## src/rtl/dealer_pkg.sv

```systemverilog
// dealer_pkg: deck constants, dealer state encoding and card decode helpers.
package dealer_pkg;
    localparam int NUM_CARDS = 52;
    localparam int RANKS     = 13;

    typedef enum logic [1:0] {IDLE, DRAW, SCAN, DONE} state_t;

    function automatic logic [3:0] idx_to_rank(input logic [5:0] idx);
        return 4'(idx % 6'(RANKS)) + 4'd1;
    endfunction

    function automatic logic [1:0] idx_to_suit(input logic [5:0] idx);
        return 2'(idx / 6'(RANKS));
    endfunction

    function automatic logic [3:0] rank_to_points(input logic [3:0] rank);
        return (rank == 4'd1) ? 4'd11 : (rank > 4'd10) ? 4'd10 : rank;
    endfunction
endpackage

```

## src/rtl/card_decode.sv

```systemverilog
// card_decode: combinational deck index to rank, suit and Blackjack points.
module card_decode
    import dealer_pkg::*;
(
    input  logic [5:0] idx,
    output logic [3:0] rank,
    output logic [1:0] suit,
    output logic [3:0] points
);
    assign rank   = idx_to_rank(idx);
    assign suit   = idx_to_suit(idx);
    assign points = rank_to_points(rank);
endmodule

```

## src/rtl/card_dealer.sv

```systemverilog
// card_dealer: deals distinct cards from one 52-card deck using the LFSR word.
// Build option DEALER_AUTO_SHUFFLE_EN refills an empty deck on deal_req instead of raising deal_err.
module card_dealer
    import dealer_pkg::*;
#(
    parameter int MAX_TRIES = 8,
    parameter int RND_LSB   = 0
) (
    input  logic        clk,
    input  logic        rst,
    input  logic [15:0] rnd,
    input  logic        deal_req,
    input  logic        shuffle,
    output logic        card_valid,
    output logic [3:0]  card_rank,
    output logic [1:0]  card_suit,
    output logic [3:0]  card_points,
    output logic [5:0]  cards_left,
    output logic        busy,
    output logic        deal_err
);
    state_t      state_q, state_d;
    logic [51:0] used_q, used_d;
    logic [5:0]  cards_left_q, cards_left_d;
    logic [5:0]  ptr_q, ptr_d;
    logic [3:0]  tries_q, tries_d;
    logic        card_valid_q, card_valid_d;
    logic [3:0]  card_rank_q, card_rank_d;
    logic [1:0]  card_suit_q, card_suit_d;
    logic [3:0]  card_points_q, card_points_d;
    logic        deal_err_q, deal_err_d;
    logic [5:0]  cand, cand_mod, hit_idx;
    logic [63:0] used_ext;
    logic        hit;
    logic [3:0]  dec_rank, dec_points;
    logic [1:0]  dec_suit;
    logic        rnd_unused;

    assign cand       = rnd[RND_LSB+5 -: 6];
    assign cand_mod   = (cand >= 6'(NUM_CARDS)) ? cand - 6'(NUM_CARDS) : cand;
    assign used_ext   = {12'd0, used_q};
    assign rnd_unused = ^rnd;

    card_decode u_decode (
        .idx    (hit_idx),
        .rank   (dec_rank),
        .suit   (dec_suit),
        .points (dec_points)
    );

    always_comb begin
        state_d      = state_q;
        used_d       = used_q;
        cards_left_d = cards_left_q;
        ptr_d        = ptr_q;
        tries_d      = tries_q;
        deal_err_d   = 1'b0;
        hit          = 1'b0;
        hit_idx      = ptr_q;
        case (state_q)
            IDLE: begin
                if (deal_req) begin
                    if (cards_left_q != 6'd0) begin
                        state_d = DRAW;
                        tries_d = 4'd0;
                    end else begin
`ifdef DEALER_AUTO_SHUFFLE_EN
                        used_d       = '0;
                        cards_left_d = 6'(NUM_CARDS);
                        state_d      = DRAW;
                        tries_d      = 4'd0;
`else
                        deal_err_d = 1'b1;
`endif
                    end
                end
            end
            DRAW: begin
                if (cand < 6'(NUM_CARDS) && !used_ext[cand]) begin
                    hit     = 1'b1;
                    hit_idx = cand;
                end else begin
                    tries_d = tries_q + 4'd1;
                    if (tries_q + 4'd1 == 4'(MAX_TRIES)) begin
                        state_d = SCAN;
                        ptr_d   = cand_mod;
                    end
                end
            end
            SCAN: begin
                if (!used_q[ptr_q]) hit = 1'b1;
                else ptr_d = (ptr_q == 6'(NUM_CARDS - 1)) ? 6'd0 : ptr_q + 6'd1;
            end
            DONE: state_d = IDLE;
            default: state_d = IDLE;
        endcase
        if (hit) begin
            state_d          = DONE;
            used_d[hit_idx]  = 1'b1;
            cards_left_d     = cards_left_q - 6'd1;
        end
        // Shuffle overrides everything, including a hit in the same cycle.
        if (shuffle) begin
            state_d      = IDLE;
            used_d       = '0;
            cards_left_d = 6'(NUM_CARDS);
            deal_err_d   = 1'b0;
        end
        card_valid_d  = hit && !shuffle;
        card_rank_d   = card_valid_d ? dec_rank   : card_rank_q;
        card_suit_d   = card_valid_d ? dec_suit   : card_suit_q;
        card_points_d = card_valid_d ? dec_points : card_points_q;
    end

    always_ff @(posedge clk or posedge rst) begin
        if (rst) begin
            state_q       <= IDLE;
            used_q        <= '0;
            cards_left_q  <= 6'(NUM_CARDS);
            ptr_q         <= 6'd0;
            tries_q       <= 4'd0;
            card_valid_q  <= 1'b0;
            card_rank_q   <= 4'd0;
            card_suit_q   <= 2'd0;
            card_points_q <= 4'd0;
            deal_err_q    <= 1'b0;
        end else begin
            state_q       <= state_d;
            used_q        <= used_d;
            cards_left_q  <= cards_left_d;
            ptr_q         <= ptr_d;
            tries_q       <= tries_d;
            card_valid_q  <= card_valid_d;
            card_rank_q   <= card_rank_d;
            card_suit_q   <= card_suit_d;
            card_points_q <= card_points_d;
            deal_err_q    <= deal_err_d;
        end
    end

    assign card_valid  = card_valid_q;
    assign card_rank   = card_rank_q;
    assign card_suit   = card_suit_q;
    assign card_points = card_points_q;
    assign cards_left  = cards_left_q;
    assign busy        = (state_q != IDLE);
    assign deal_err    = deal_err_q;
endmodule

```

## config.mk

```make
export PLATFORM = sky130hd
export DESIGN_NAME = card_dealer
export DESIGN_NICKNAME = d
export VERILOG_FILES = /design/src/rtl/dealer_pkg.sv /design/src/rtl/card_decode.sv /design/src/rtl/card_dealer.sv
export SDC_FILE = /design/constraint.sdc
export NUM_CORES = 1
export LEC_CHECK = 0
export BUFFER_PORTS_ARGS = -buffer_cell sky130_fd_sc_hd__buf_2
export CAP_MARGIN = 10
export CORE_MARGIN = 2
export CORE_UTILIZATION = 53
export DETAILED_ROUTE_END_ITERATION = 12
export PLACE_DENSITY = 0.67
export SETUP_SLACK_MARGIN = 0.2
export SLEW_MARGIN = 20
export SYNTH_ARGS = -nofsm -noshare
export SYNTH_HDL_FRONTEND = slang
export SYNTH_SLANG_ARGS = --single-unit
```

## constraint.sdc

```tcl
create_clock -name clk -period 7.1 [get_ports clk]
set_input_delay 1.065 -clock clk [delete_from_list [all_inputs] [get_ports clk]]
set_output_delay 1.065 -clock clk [all_outputs]
set_load 0.05 [all_outputs]
```

# Yosys cells after proc, flatten, opt, wreduce, memory -nomap -nowiden
# Index checks and enable logic that the tools add are counted.
# totals
regBits	82
inputBits	20
# op_classes
div	2
muxes	38
magnitude_cmp	7
n_addsub	5
n_eq_ne	15
n_reduce_logical	15
bitwise_logic	1
# op_table
cell	n
52-bit 2-to-1 mux	2
6-bit 2-to-1 mux	9
52-bit bitwise OR	1
6-bit by 7-bit less-than comparator with 1-bit output (second input constant)	3
4-bit 2-to-1 mux	5
4-bit inequality test (second input constant)	4
1-bit binary-select mux with 6-bit select	2
2-bit 2-to-1 mux	6
6-bit one-hot mux with 2 select lines	1
2-bit inequality test (second input constant)	5
1-bit 2-to-1 mux	9
4-bit by 1-bit adder with 4-bit output (second input constant)	2
4-bit one-hot mux with 2 select lines	1
4-bit AND reduction	2
2-bit nonzero test	4
6-bit by 1-bit adder with 6-bit output (second input constant)	1
1-bit demux with 6-bit select	1
6-bit by 4-bit divider with 6-bit output (second input constant)	1
6-bit == test (second input constant)	1
6-bit by 1-bit greater-or-equal comparator with 1-bit output (second input constant)	1
6-bit greater-or-equal comparator (second input constant)	1
6-bit less-than comparator (second input constant)	1
6-bit by 4-bit remainder unit with 6-bit output (second input constant)	1
2-bit one-hot mux with 3 select lines	1
other kinds (14)	18

# Longest topological paths before layout
# Gate-level depths: netlist (run 1).
# depth
word_depth	13
depth_mapped	31
ltp_nobuf	28

# Cells and area by module
# From an unflattened synthesis (run 1), not the netlist that was laid out.
# unflattened
hier_cells	549
hier_area_um2	5475.3
# by_module_without_submodules
mod	area_each_um2	cells_each	n_inst
card_dealer	4772.1	450	1
card_decode	703.2	99	1

# Worst setup path before layout (run 1)
# Ideal clock, no wire load.
# synth_path
path_kind	in2reg
from	in rnd[0]
to	reg card_points_q[3] (netlist: card_points[3])
t_arrival_ns	6.563
n_path_buf	3
required_time_ns	7.034
path_stages	28
slack_ns	0.472
cell_sequence	buf_6 > mux4_2 > mux2_2 > nand3_2 > nand4_2 > and2_1 > buf_6 > o22a_4 > inv_1 > ha_1 > nand2_1 > a21o_1 > a32oi_4 > xnor2_1 > inv_2 > ha_1 > a211oi_1 > o21ai_0 > o21ai_0 > inv_1 > ha_1 > nor2b_1 > or4_4 > and2_4 > buf_6 > mux2_4 > a2111o_1 > nand2_1
# synth_via
elab_chain_len	11
elab_cells_between_ends	16
# synth_rtl
element	line	rtl
start: declaration	card_dealer.sv:11	input logic [15:0] rnd,
1-bit binary-select mux with 6-bit select	card_dealer.sv:79	if (cand < 6'(NUM_CARDS) && !used_ext[cand]) begin
1-bit 2-to-1 mux (not written as such)	card_dealer.sv:79	
1-bit zero test	card_dealer.sv:79	
1-bit logical AND	card_dealer.sv:79	
6-bit 2-to-1 mux	card_dealer.sv:79	
6-bit 2-to-1 mux	card_dealer.sv:60	case (state_q)
6-bit by 4-bit remainder unit with 6-bit output	dealer_pkg.sv:9	return 4'(idx % 6'(RANKS)) + 4'd1;
4-bit by 1-bit adder with 4-bit output	dealer_pkg.sv:9	
4-bit greater-than comparator	dealer_pkg.sv:17	return (rank == 4'd1) ? 4'd11 : (rank > 4'd10) ? 4'd10 : rank;
4-bit 2-to-1 mux (2 in series)	dealer_pkg.sv:17	
end signal: assignment	card_dealer.sv:136	card_points_q <= card_points_d;
end: declaration	card_dealer.sv:30	logic [3:0] card_points_q, card_points_d;
# Parallel ways exist; a longest one is shown, timed or not. The select of a mux whose other input is x is not followed.
# A chain may end at the register's enable or synchronous reset.

# Final worst setup path (run 1)
# Ends and elaborated chain as after synthesis.

==> impl_metrics.env, run 1 <==
export IMPL_fin_crit_sh=0.925
export IMPL_min_from="card_suit[1]$_DFFE_PP0P_"
export IMPL_p_per_area_nw_per_um2=440
export IMPL_portBuffers=28
export IMPL_grt_usage=0.274
export IMPL_p_leak_nw=2.55
export IMPL_synth_distinct_cells=75
export IMPL_p_sw_frac=0.506
export IMPL_grt_pass1_vias=4533
export IMPL_die_x_um=106
export IMPL_drt_iter0_markers=404
export IMPL_crit_arrival_ps=6890
export IMPL_async_flop_share=1.00
export IMPL_syn_area_um2=5530
export IMPL_rr_startpoint="used_q[27]$_DFFE_PP0P_"
export IMPL_status="complete, no violations"
export IMPL_synth_top_area_cell="dfrtp_1"
export IMPL_min_to="card_suit[1]$_DFFE_PP0P_"
export IMPL_core_area_um2=10200
export IMPL_worstSetupEndpointType="register"
export IMPL_clk_pin_slew_ps=90
export IMPL_via_count=4722
export IMPL_cap_violations=0
export IMPL_rsz0062_at_grt="no"
export IMPL_clock_skew_ps=9.69
export IMPL_syn2layout_area_growth_pct=8.37
export IMPL_pwr_share_comb=0.622
export IMPL_hold_ws_ps=479
export IMPL_remaining_drc_errors=0
export IMPL_rrSetupSlack_ps=1050
export IMPL_wirelength_mm=14.3
export IMPL_cts_root_buffer="clkbuf_8"
export IMPL_setup_tns_ps=0
export IMPL_yosys_warnings=0
export IMPL_seqPwrFrac=0.245
export IMPL_cts_sinks=82
export IMPL_fp_dieH_um=106
export IMPL_dp_cells=743
export IMPL_tightest_slew_ps=996
export IMPL_finish_utilization=0.586
export IMPL_drive_above_1_share=0.170
export IMPL_synth_edff_count=0
export IMPL_pwr_share_clk=0.133
export IMPL_design_die_area_um2=11300
export IMPL_fin_area_um2=5990
export IMPL_io_pins=39
export IMPL_cts_tree="done"
export IMPL_final_cells=759
export IMPL_holdBufCountCts=0
export IMPL_syn_instance_count=600
export IMPL_synth_fp_nets=635
export IMPL_fill_cells=910
export IMPL_ys_top_cells_by_area="dfrtp_1, mux4_2, o22ai_1"
export IMPL_max_slew_margin=0.325
export IMPL_gr_total_overflow=0
export IMPL_dr_pass1_iters=5
export IMPL_r2r_end="card_points[3]$_DFFE_PP0P_"
export IMPL_maxSlewViolCount=0
export IMPL_finalWorstSetupSlack_ps=536
export IMPL_ys_ff_latch=82
export IMPL_worstPathRequired_ps=7430
export IMPL_grt_pass1_wl_mm=24.0
export IMPL_h_tree_depth=3
export IMPL_vias_per_cell=6.22
export IMPL_finalCriticalPeriod_ps=6560
export IMPL_post_dp_cell_area_um2=5760
export IMPL_pre_cts_slack_ps=-30.8
export IMPL_antenna_left=0
export IMPL_yosysSeqAreaShare=0.372
export IMPL_synth_top_area_frac=0.358
export IMPL_wl_per_cell_um=18.8
export IMPL_holdPathStages=2
export IMPL_diodes=0
export IMPL_ir_worst_vdd_uv=407
export IMPL_grt_antenna_before_repair=0
export IMPL_p_switching_mw=1.33
export IMPL_max_clock_freq_ghz=0.152
export IMPL_r2r_cells=25
export IMPL_finalSetupViolations=0
export IMPL_grt_start_max_net_pins=83
export IMPL_hold_viol=0
export IMPL_synth_area_per_cell_um2=9.21
export IMPL_worstSetupStartpointType="primary input"
export IMPL_synth_top_cells_by_count="dfrtp_1, inv_1, o22ai_1"
export IMPL_clockBufferDepth=2
export IMPL_gp_congestion=0.858
export IMPL_hold_path_class="reg -> reg"
export IMPL_finalNetCount=653
export IMPL_power_internal_mw=1.30
export IMPL_finalPower_mw=2.64
export IMPL_dpl_hpwl_mm=10.2
export IMPL_cp_max_fo=7
export IMPL_rows=37
export IMPL_insertion_delay_ps=380
export IMPL_crit_type="in -> reg"
export IMPL_cts_buffers=9
export IMPL_ys_dominant_reg_cell="dfrtp_1"
export IMPL_initial_core_util=0.540
-- placed cells by master (no fill, tap or decap), types with 10 or more instances in the layout --
master	n
mux4_2	19
inv_1	78
buf_2	28
o22ai_1	53
mux2i_1	22
nand3_1	21
nor2_1	29
buf_4	11
o21ai_0	31
a21oi_1	23
nand2_1	49
dfrtp_1	79
clkbuf_8	10
ha_1	14
-- worst max path at each step --
stage          startpoint  slack (ps)  depth (start not counted)                          to
2_1_floorplan      rnd[0]         470                         28  card_points[3]$_DFFE_PP0P_
3_3_place_gp       rnd[0]         120                         26  card_points[3]$_DFFE_PP0P_
3_5_place_dp       rnd[0]         -30                         26  card_points[2]$_DFFE_PP0P_
4_1_cts            rnd[0]         360                         26    card_rank[3]$_DFFE_PP0P_
5_1_grt            rnd[0]         190                         28  card_points[3]$_DFFE_PP0P_
6_report           rnd[0]         540                         26  card_points[3]$_DFFE_PP0P_
-- flip-flops by register name, summed over array words and instances (netlist names) --
name / flops
card_rank: 4
state_q: 2
deal_err: 1
card_valid: 1
used_q: 52
cards_left: 6
tries_q: 4
ptr_q: 6
card_points: 4
card_suit: 2
-- layout make-up --
class,count,area [um^2],area share
clock buffer,10,138,0.0230
clock inverter,6,66.3,0.0111
inverter,82,309,0.0516
multi-input combinational,403,3020,0.504
sequential,82,2060,0.343
tap,136,170,0.0284
timing repair buffer,40,234,0.0391
-- metal layers --
layer  GRT usage  vias to the layer above  wire, um
met4      0.0902                        0       323
met2       0.419                      167      6500
li1            -                     2208         -
met5           0                        -         0
met1       0.380                     2320      6520
met3      0.0754                       27       944
-- kinds of logic after synthesis --
family          Yosys count  share of synthesized area
compound gates          166                      0.202
simple gates            164                      0.154
buf+inv                 115                     0.0858
flops                    82                      0.372
mux                      47                      0.136
fa+ha+maj                15                     0.0340
xor+xnor                 11                     0.0174
-- power groups by stage --
| stage | clock (mW) | sequential [mW] | combinational [mW] |
|---|---|---|---|
| 2_1_floorplan | 0 | 0.707 | 1.21 |
| 3_3_place_gp | 0 | 0.649 | 1.55 |
| 3_5_place_dp | 0 | 0.652 | 1.59 |
| 4_1_cts | 0.361 | 0.644 | 1.60 |
| 5_1_grt | 0.381 | 0.658 | 1.81 |
| 6_report | 0.352 | 0.645 | 1.64 |
-- critical path, cell delays in order --
cell	delay [ps]
buf_2	170
mux4_2	530
or2_0	240
a311oi_2	260
nand4_2	140
and2_1	210
o22a_4	290
inv_1	140
ha_1	200
nand2_1	60
a21o_1	210
a32oi_4	300
xnor2_2	200
inv_2	90
ha_2	230
a211oi_2	260
o21ai_0	150
o21ai_1	190
inv_1	90
ha_1	250
nor2b_1	160
or4_4	450
and2_4	210
mux2_4	310
a2111o_1	410
nand2_1	60
-- repair_timing --
action | 4_1_cts | 5_1_grt
setup endpoints to repair | 0 | 5
resized for setup | 0 | 6
setup buffers | 0 | 0
No activity file was read; power rests on OpenSTA's default activity.
==> inputs of run 2 (changes only) <==
--- a/config.mk
+++ b/config.mk
@@ -7,6 +7,7 @@
 export LEC_CHECK = 0
 export BUFFER_PORTS_ARGS = -buffer_cell sky130_fd_sc_hd__buf_2
 export CAP_MARGIN = 10
+export CORE_ASPECT_RATIO = 2
 export CORE_MARGIN = 2
 export CORE_UTILIZATION = 53
 export DETAILED_ROUTE_END_ITERATION = 12
==> constraint.sdc (replaced) <==
create_clock -name clk -period 7.1 [get_ports clk]
set_input_delay 0.355 -clock clk [delete_from_list [all_inputs] [get_ports clk]]
set_output_delay 0.355 -clock clk [all_outputs]
set_load 0.05 [all_outputs]
==> run 2 against run 1 <==
Sequential share of layout area shrank 0.26 points. Die area grew 0.44%. Worst setup slack gained 150 ps. Wire length grew 7.1%. Utilization grew 0.91 points. Hold slack lost 270 ps. First-iteration DRC count grew 9.9%. Count of clock-buffer cells in the layout is the same. Final cell count shrank 0.66%. Largest power group unchanged.
==> impl_metrics.env, run 2 (synthesized netlist as in run 1, its figures left out) <==
export IMPL_status="complete, no violations"
export IMPL_clockBufferDepth=2
export IMPL_remaining_drc_errors=0
export IMPL_holdBufCountCts=0
export IMPL_p_per_area_nw_per_um2=459
export IMPL_wl_per_cell_um=20.3
export IMPL_cts_resized=0
export IMPL_syn2layout_area_growth_pct=9.19
export IMPL_grt_antenna_before_repair=0
export IMPL_post_cts_buffers=0
export IMPL_finalWorstSetupSlack_ps=684
export IMPL_grt_pass1_vias=4814
export IMPL_cts_sinks=82
export IMPL_hold_ws_ps=209
export IMPL_drt_iter0_markers=444
export IMPL_tightest_slew_ps=971
export IMPL_worstSetupEndpointType="register"
export IMPL_grt_pass1_wl_mm=25.0
export IMPL_fp_dieH_um=148
export IMPL_cts_root_buffer="clkbuf_16"
export IMPL_die_x_um=76.2
export IMPL_largest_register="used_q"
export IMPL_diodes=0
export IMPL_dp_cells=739
export IMPL_vias_per_cell=6.33
export IMPL_via_count=4773
export IMPL_finalNetCount=650
export IMPL_io_pins=39
export IMPL_drive_above_1_share=0.157
export IMPL_rsz0062_at_grt="no"
export IMPL_clk_pin_slew_ps=60
export IMPL_antenna_left=0
export IMPL_setup_tns_ps=0
export IMPL_critPathBufInv=4
export IMPL_initial_core_util=0.545
export IMPL_finalSetupViolations=0
export IMPL_worstPathRequired_ps=7350
export IMPL_cts_buffers=9
export IMPL_final_cells=754
export IMPL_crit_path_top_delay_cell="mux4_2"
export IMPL_post_dp_cell_area_um2=5740
export IMPL_insertion_delay_ps=340
export IMPL_fin_crit_sh=0.904
export IMPL_crit_top_cell="ha_1"
export IMPL_cap_violations=0
export IMPL_gr_total_overflow=0
export IMPL_cts_tree="done"
export IMPL_crit_path_max_incr_delay_ps=560
export IMPL_worstSetupStartpointType="primary input"
export IMPL_final_cell_mix="dfrtp_1, inv_1, o22ai_1, nand2_1, o21ai_0"
export IMPL_largest_reg_flops=52
export IMPL_max_slew_margin=0.342
export IMPL_pre_cts_slack_ps=362
export IMPL_max_clock_freq_ghz=0.156
export IMPL_grt_usage=0.283
export IMPL_wirelength_mm=15.3
export IMPL_hold_path_class="in -> async"
export IMPL_dpl_hpwl_mm=11.2
export IMPL_grt_start_max_net_pins=83
export IMPL_rows=52
export IMPL_cp_top_family="compound AO/OA/AOI/OAI gates"
export IMPL_fin_area_um2=6040
export IMPL_maxSlewViolCount=0
export IMPL_portBuffers=28
export IMPL_gp_congestion=0.918
export IMPL_design_die_area_um2=11300
export IMPL_finalCriticalPeriod_ps=6420
export IMPL_mostFrequentLayoutCell="dfrtp_1"
export IMPL_crit_type="in -> reg"
export IMPL_finalPower_mw=2.77
export IMPL_p_leak_nw=2.58
export IMPL_h_tree_depth=3
export IMPL_dr_pass1_iters=7
export IMPL_crit_arrival_ps=6660
export IMPL_core_area_um2=10100
export IMPL_cp_max_fo=13
export IMPL_hold_viol=0
export IMPL_finish_utilization=0.595
export IMPL_ir_worst_vdd_uv=502
export IMPL_clock_skew_ps=4.96
[run 2: final cells by class]
type | instances | area, um^2
inverters | 82 | 309
clock inverters | 5 | 63.8
multi-input cells | 403 | 3000
well taps | 135 | 169
repair buffers | 37 | 211
flip-flops and latches | 82 | 2060
clock buffers | 10 | 229
fillers | 929 | 4110
[run 2: routing by layer]
layer / GRT usage / wire length, um / share of wire
met5: 0 / 0 / 0
met4: 0.159 / 764 / 0.050
met3: 0.0370 / 599 / 0.039
met2: 0.523 / 8380 / 0.55
met1: 0.307 / 5560 / 0.36
[run 2: worst min-delay path: cells and delay by family]
family / cells / cell delay [ps]
buffers and inverters: 3 / 700
[run 2: worst paths after layout]
check,from,endpoint,slack [ps],depth (start not counted)
setup / recovery,rnd[0],card_points[2]$_DFFE_PP0P_,680,26
hold / removal,rst,used_q[0]$_DFFE_PP0P_,210,3
setup reg to reg,used_q[27]$_DFFE_PP0P_,card_points[2]$_DFFE_PP0P_,760,25
hold reg to reg,card_suit[1]$_DFFE_PP0P_,card_suit[1]$_DFFE_PP0P_,480,2
max in group asynchronous,rst,tries_q[3]$_DFFE_PP0P_,6390,3
min in group clk,deal_req,deal_err$_DFF_PP0_,300,2
[run 2: power breakdown]
| part | leakage [nW] | internal [mW] | switching [mW] |
|---|---|---|---|
| Clock | 0.139 | 0.273 | 0.195 |
| Sequential | 1.11 | 0.536 | 0.110 |
| Combinational | 1.33 | 0.581 | 1.07 |
| Total | 2.58 | 1.39 | 1.38 |
